**src/rtl/tt_pkg.sv**
```systemverilog
`default_nettype none
// ============================================================================
//  Module      : tt_pkg
//  Description : Shared types and constants for the truth-table extractor.
//                Holds the sweep FSM state encoding, the vector/code sizes
//                and the vector-index to code-bit mapping helper.
//  Revision    : 1.0  initial release
// ============================================================================
package tt_pkg;

    localparam int N_IN   = 4;
    localparam int N_VEC  = 16;
    localparam int CODE_W = 16;

    typedef enum logic [1:0] {
        IDLE   = 2'd0,
        DRIVE  = 2'd1,
        SAMPLE = 2'd2,
        DONE   = 2'd3
    } tt_state_e;

    // Bit of the code that the sample for vector idx ends up in. The top
    // realises this with a left shift, so this is documentation of the
    // mapping as much as a usable helper.
    function automatic logic [3:0] idx_to_bitpos(input logic [3:0] idx);
        return 4'(N_VEC - 1) - idx;
    endfunction

endpackage
`default_nettype wire

```
**src/rtl/bit_sync2.sv**
```systemverilog
`default_nettype none
// ============================================================================
//  Module      : bit_sync2
//  Description : Two-flop synchronizer for a single asynchronous bit.
//  Ports       : clk    - sampling clock
//                rst_n  - asynchronous active-low reset (flops clear to 0)
//                i_d    - asynchronous input
//                o_q    - synchronized output (second flop)
//  Revision    : 1.0  initial release
// ============================================================================
module bit_sync2 (
    input  logic clk,
    input  logic rst_n,
    input  logic i_d,
    output logic o_q
);

    logic r_meta;
    logic r_sync;

    always_ff @(posedge clk or negedge rst_n) begin
        if (!rst_n) begin
            r_meta <= 1'b0;
            r_sync <= 1'b0;
        end else begin
            r_meta <= i_d;
            r_sync <= r_meta;
        end
    end

    assign o_q = r_sync;

endmodule
`default_nettype wire

```
**src/rtl/truth_table_extractor.sv**
```systemverilog
`default_nettype none
// ============================================================================
//  Module      : truth_table_extractor
//  Description : Sweeps all 16 input vectors of a 4-input combinational gate,
//                waits SETTLE_CYCLES per vector, samples the gate output
//                through a 2-flop synchronizer and rebuilds the 16-bit
//                truth-table code (vector idx lands in code[15-idx]).
//  Ports       : clk, rst_n         - clock, async active-low reset
//                start, abort       - sweep control (abort wins)
//                in1..in4           - registered vector, in1 = MSB
//                out                - gate output (asynchronous)
//                busy, done         - sweep in progress / 1-cycle completion
//                code, match        - last code, code == EXPECT_CODE
//  Options     : TT_MAJORITY_VOTE_EN - 3-cycle sample with 2-of-3 majority
//  Revision    : 1.0  initial release
// ============================================================================
import tt_pkg::*;

module truth_table_extractor #(
    parameter int          SETTLE_CYCLES = 4,      // >= 3, sync eats 2
    parameter logic [15:0] EXPECT_CODE   = 16'h0643,
    parameter int          CNT_W         = 8       // SETTLE_CYCLES < 2**CNT_W
) (
    input  logic        clk,
    input  logic        rst_n,
    input  logic        start,
    input  logic        abort,
    output logic        in1,
    output logic        in2,
    output logic        in3,
    output logic        in4,
    input  logic        out,
    output logic        busy,
    output logic        done,
    output logic [15:0] code,
    output logic        match
);

    localparam logic [CNT_W-1:0] c_CNT_LAST = CNT_W'(SETTLE_CYCLES - 1);
    localparam logic [3:0]       c_IDX_LAST = 4'(N_VEC - 1);

    tt_state_e          r_state;
    logic [3:0]         r_idx;
    logic [CNT_W-1:0]   r_cnt;
    logic [3:0]         r_vec;
    logic [CODE_W-1:0]  r_sr;
    logic [CODE_W-1:0]  r_code;
    logic               r_match;
    logic               w_sync;
    logic               w_bit;

    bit_sync2 u_out_sync (
        .clk   (clk),
        .rst_n (rst_n),
        .i_d   (out),
        .o_q   (w_sync)
    );

`ifdef TT_MAJORITY_VOTE_EN
    logic [1:0] r_vote;   // vote cycle within SAMPLE: 0, 1, 2
    logic [1:0] r_v;      // first two votes

    // Third vote is taken live on the final SAMPLE cycle.
    assign w_bit = (r_v[0] & r_v[1]) | (r_v[0] & w_sync) | (r_v[1] & w_sync);
`else
    assign w_bit = w_sync;
`endif

    always_ff @(posedge clk or negedge rst_n) begin
        if (!rst_n) begin
            r_state <= IDLE;
            r_idx   <= '0;
            r_cnt   <= '0;
            r_vec   <= '0;
            r_sr    <= '0;
            r_code  <= '0;
            r_match <= 1'b0;
`ifdef TT_MAJORITY_VOTE_EN
            r_vote  <= '0;
            r_v     <= '0;
`endif
        end else if (abort && (r_state == DRIVE || r_state == SAMPLE)) begin
            // Drop the partial sweep; code/match keep the last full result.
            r_state <= IDLE;
            r_idx   <= '0;
            r_cnt   <= '0;
            r_vec   <= '0;
            r_sr    <= '0;
`ifdef TT_MAJORITY_VOTE_EN
            r_vote  <= '0;
`endif
        end else begin
            case (r_state)
                IDLE: begin
                    r_vec <= '0;
                    if (start && !abort) begin
                        r_state <= DRIVE;
                        r_idx   <= '0;
                        r_cnt   <= '0;
                        r_sr    <= '0;
                    end
                end
                DRIVE: begin
                    r_cnt <= r_cnt + 1'b1;
                    if (r_cnt == c_CNT_LAST) begin
                        r_state <= SAMPLE;
                    end
                end
                SAMPLE: begin
`ifdef TT_MAJORITY_VOTE_EN
                    if (r_vote != 2'd2) begin
                        r_v[r_vote[0]] <= w_sync;
                        r_vote         <= r_vote + 2'd1;
                    end else begin
                        r_vote <= '0;
`endif
                        r_sr <= {r_sr[CODE_W-2:0], w_bit};
                        if (r_idx == c_IDX_LAST) begin
                            r_state <= DONE;
                        end else begin
                            r_idx   <= r_idx + 4'd1;
                            r_vec   <= r_idx + 4'd1;
                            r_cnt   <= '0;
                            r_state <= DRIVE;
                        end
`ifdef TT_MAJORITY_VOTE_EN
                    end
`endif
                end
                DONE: begin
                    r_code  <= r_sr;
                    r_match <= (r_sr == EXPECT_CODE);
                    r_idx   <= '0;
                    r_vec   <= '0;
                    r_state <= IDLE;
                end
                default: r_state <= IDLE;
            endcase
        end
    end

    assign {in1, in2, in3, in4} = r_vec;
    assign busy  = (r_state == DRIVE) || (r_state == SAMPLE);
    assign done  = (r_state == DONE);
    assign code  = r_code;
    assign match = r_match;

endmodule
`default_nettype wire

```
**config.mk**
```make
export PLATFORM = sky130hd
export DESIGN_NAME = truth_table_extractor
export DESIGN_NICKNAME = d
export VERILOG_FILES = /design/src/rtl/tt_pkg.sv /design/src/rtl/bit_sync2.sv /design/src/rtl/truth_table_extractor.sv
export SDC_FILE = /design/constraint.sdc
export NUM_CORES = 1
export LEC_CHECK = 0
export ABC_AREA = 1
export BUFFER_PORTS_ARGS = -buffer_cell sky130_fd_sc_hd__buf_2
export CAP_MARGIN = 20
export CORE_MARGIN = 1.5
export CORE_UTILIZATION = 52
export CTS_CLUSTER_DIAMETER = 60
export DETAILED_ROUTE_END_ITERATION = 7
export HOLD_SLACK_MARGIN = 0.08
export PLACE_DENSITY = 0.85
export SYNTH_ARGS = -nofsm -noshare
export SYNTH_HDL_FRONTEND = slang
export SYNTH_HIERARCHICAL = 1
export SYNTH_SLANG_ARGS = --single-unit
```
**constraint.sdc**
```tcl
create_clock -name clk -period 1.5 [get_ports clk]
set_input_delay 0.075 -clock clk [delete_from_list [all_inputs] [get_ports clk]]
set_output_delay 0.075 -clock clk [all_outputs]
set_load 0.02 [all_outputs]
```
==> results.ini <==
[layout]
areaGrowthSynthToFinish_pct = 19.5
nFillCells = 393
drive_above_1_share = 0.229
stdcell_count = 394
final_area_um2 = 2990
antenna_cells = 0
utilization = 0.638
fin_nets = 351

[clock_network]
insertion_delay_ns = 0.31
cts.htree.levels = 2
cts.path.max_buffers = 2
cts_tree = built
clk_pin_slew_worst_paths_ns = 0.10
cts.sinks = 53
clockRootBuffer = clkbuf_8
cts_buffers = 5

[route]
dr_total_vias = 2106
drc = 0
finalWirelength_um = 5210
wire_per_inst_um = 13.2
dr.first_iter.drc_count = 137
via_per_inst = 5.35
drtPass1Iterations = 4
antenna_left = 0

[power]
max-vdd-ir-drop_v = 0.00107
p_total_mw = 4.33
power_density_nw_per_um2 = 1450
p_leak_nw = 1.56

[sta]
max_freq_mhz = 673
skew_ns = 0.00800
fin_setup_tns_ns = 0
setup_viol = 0
hold_ws_ns = 0.218
final_hold_viol_count = 0
rsz0062_at_grt = yes
relSlewSlack = 0.678
maxSlewViolCount = 0
worstMarginPinSlew_ns = 0.483
setup_ws_ns = 0.0149
fin_crit_sh = 0.990
fin_crit_ns = 1.49

[synthesis]
yosysMostFrequentCell = nand2_1
synth-seq-cells = 53
synth_top_cell_by_area = dfrtp_1
synthTopCellsByCount = nand2_1 (92), dfrtp_1 (53), nand3_1 (34), inv_1 (28), o21ai_0 (24)
synthesis.nets = 306
ys_types = 27
synth_edf_count = 0
synthCells = 294
yosysTopAreaCellShare = 0.530
ys_dominant_reg_cell = dfrtp_1
synth_area_per_cell_um2 = 8.52
synth_area_leaders = dfrtp_1 (53%), nand2_1 (14%), nand3_1 (6.8%)
synthArstFlopShare = 1.00
synth.yosys.seq_area_share = 0.530
ys.warnings.count = 6
synthesis.area_um2 = 2500

[hold_path]
min_path_type = primary input to flip-flop

[place]
placed_cells = 379
dp_worst_setup_slack_ns = -0.0170
place_area_um2 = 2790
dp_hpwl_um = 3570
io_buffers = 27
routabilityCongestion = 0.827

[global_route]
antenna_found_initial = 0
busiest_layer = met2
use_met1 = 0.276
grt_pass1_vias = 1915
global_route.usage.met3 = 0.0500
grtUsageTotal = 0.207
grt_max_degree = 34
grt_pass1_wl_um = 8470
grtUsageMet2 = 0.337
grt_overflow = 0

[critical_path]
critPathRequiredTime_ns = 1.73
cpMostUsedCell = inv_2
cp-end-kind = flip-flop
slowest_stage = dfrtp_1
critPathLaunchType = flip-flop
cpPeakStageDelay_ns = 0.41
crit_path_max_fanout = 6
cp_top_family = simple AND/OR/NAND/NOR gates
worst-path-buf-inv = 2
critPathArrivalTime_ns = 1.72
worstPathCellList = inv_2, ha_4, nand2_4, nand2_2, inv_2, nand4_1, o21ai_1
crit_type = flip-flop to flip-flop

[floorplanning]
start_util = 0.534
io-pin-count = 28
die_w_um = 72.4
design.core.area_um2 = 4690
fp.dieH_um = 72.4
die_area_um2 = 5240
rows = 25

[outcome]
status = complete, no violations

[flow_run]
maxCapViolations = 0

-- kinds of logic (layout without fill, tap and decap cells) --
group,Yosys count,in the layout,synth area share
XOR/XNOR,2,2,0.00700
adder cells (fa/ha/maj),7,7,0.0350
buffers and inverters,38,83,0.0660
AND/OR/NAND/NOR,156,157,0.280
AO/OA/AOI/OAI,38,38,0.0820
flip-flops,53,53,0.530
-- timing repair --
| item | 4_1_cts | 5_1_grt |
|---|---|---|
| pin swaps | 4 | 11 |
| gates cloned | 1 | 0 |
| setup buffers | 0 | 4 |
| hold buffers | 2 | 0 |
| setup endpoints to repair | 7 | 42 |
| resized for setup | 2 | 19 |
| endpoints found under the hold margin | 21 | 0 |
-- registers in the layout (all words and copies together), names as in the netlist --
| register | cells |
|---|---|
| r_state | 2 |
| u_out_sync/r_meta | 1 |
| match | 1 |
| r_sr | 16 |
| r_vec | 4 |
| r_idx | 4 |
| r_cnt | 8 |
| code | 16 |
| u_out_sync/o_q | 1 |
-- path summary, 6_finish.rpt --
| kind | startpoint | to | slack, ns | cells past startpoint |
|---|---|---|---|---|
| setup / recovery | r_state[1] | r_cnt[6] | 0.01 | 7 |
| hold / removal | abort | r_sr[9] | 0.22 | 4 |
| setup reg to reg | r_state[1] | r_cnt[6] | 0.01 | 7 |
| hold reg to reg | u_out_sync/r_meta | u_out_sync/o_q | 0.36 | 0 |
| max in group asynchronous | rst_n | r_cnt[7] | 0.71 | 3 |
| min in group asynchronous | rst_n | code[0] | 0.24 | 2 |
-- cell usage in the layout (no fill, tap or decap) --
cell / netlist / final
buf_4: 0 / 16
nor3_1: 1 / 1
inv_2: 1 / 6
dlygate4sd3_1: 0 / 2
nor2_1: 12 / 12
a21oi_2: 2 / 1
ha_2: 0 / 3
ha_1: 7 / 3
nand2_2: 2 / 3
nor2_4: 0 / 2
nand4_1: 7 / 7
nand2_4: 1 / 3
nand3_1: 34 / 33
o21ai_1: 8 / 16
clkbuf_8: 0 / 6
buf_2: 6 / 27
a21oi_4: 0 / 1
inv_6: 0 / 1
buf_12: 0 / 1
xnor2_1: 1 / 1
ha_4: 0 / 1
clkinv_4: 0 / 1
nand2_1: 92 / 89
dfrtp_1: 53 / 53
xor2_1: 1 / 1
nor2_8: 1 / 1
o21ai_0: 24 / 16
nand3_4: 0 / 2
or2_0: 1 / 1
or2_2: 1 / 1
a21oi_1: 1 / 1
o31ai_1: 1 / 1
inv_1: 28 / 23
o21bai_1: 2 / 2
nand3_2: 3 / 2
-- worst reg2reg max path: cells and delay by family (launching register included) --
| family | cells | cell delay [ns] |
|---|---|---|
| compound gates | 1 | 0.21 |
| fa+ha+maj | 1 | 0.22 |
| buf+inv | 2 | 0.16 |
| simple gates | 3 | 0.41 |
| flops | 1 | 0.41 |
-- per-layer routing --
| metal | vias up | part of all wire |
|---|---|---|
| met5 | - | 0 |
| met4 | 0 | 0.015 |
| met3 | 9 | 0.046 |
| met2 | 61 | 0.49 |
| met1 | 990 | 0.45 |
| li1 | 1046 | - |
-- final cells by class --
type,count,area [um2],share of cell area
timing repair buffer,46,295,0.0987
clock buffer,6,82.6,0.0276
inverter,29,109,0.0364
clock inverter,2,17.5,0.00586
sequential,53,1330,0.443
multi-input combinational,204,1090,0.366
tap,54,67.6,0.0226
-- report_power, final --
| part | internal (mW) | switching (mW) | leakage (nW) |
|---|---|---|---|
| Sequential | 1.53 | 0.0718 | 0.731 |
| Combinational | 0.684 | 1.18 | 0.780 |
| Clock | 0.384 | 0.486 | 0.0518 |
| Total | 2.60 | 1.74 | 1.56 |
Power figures use the tool's default switching activity.
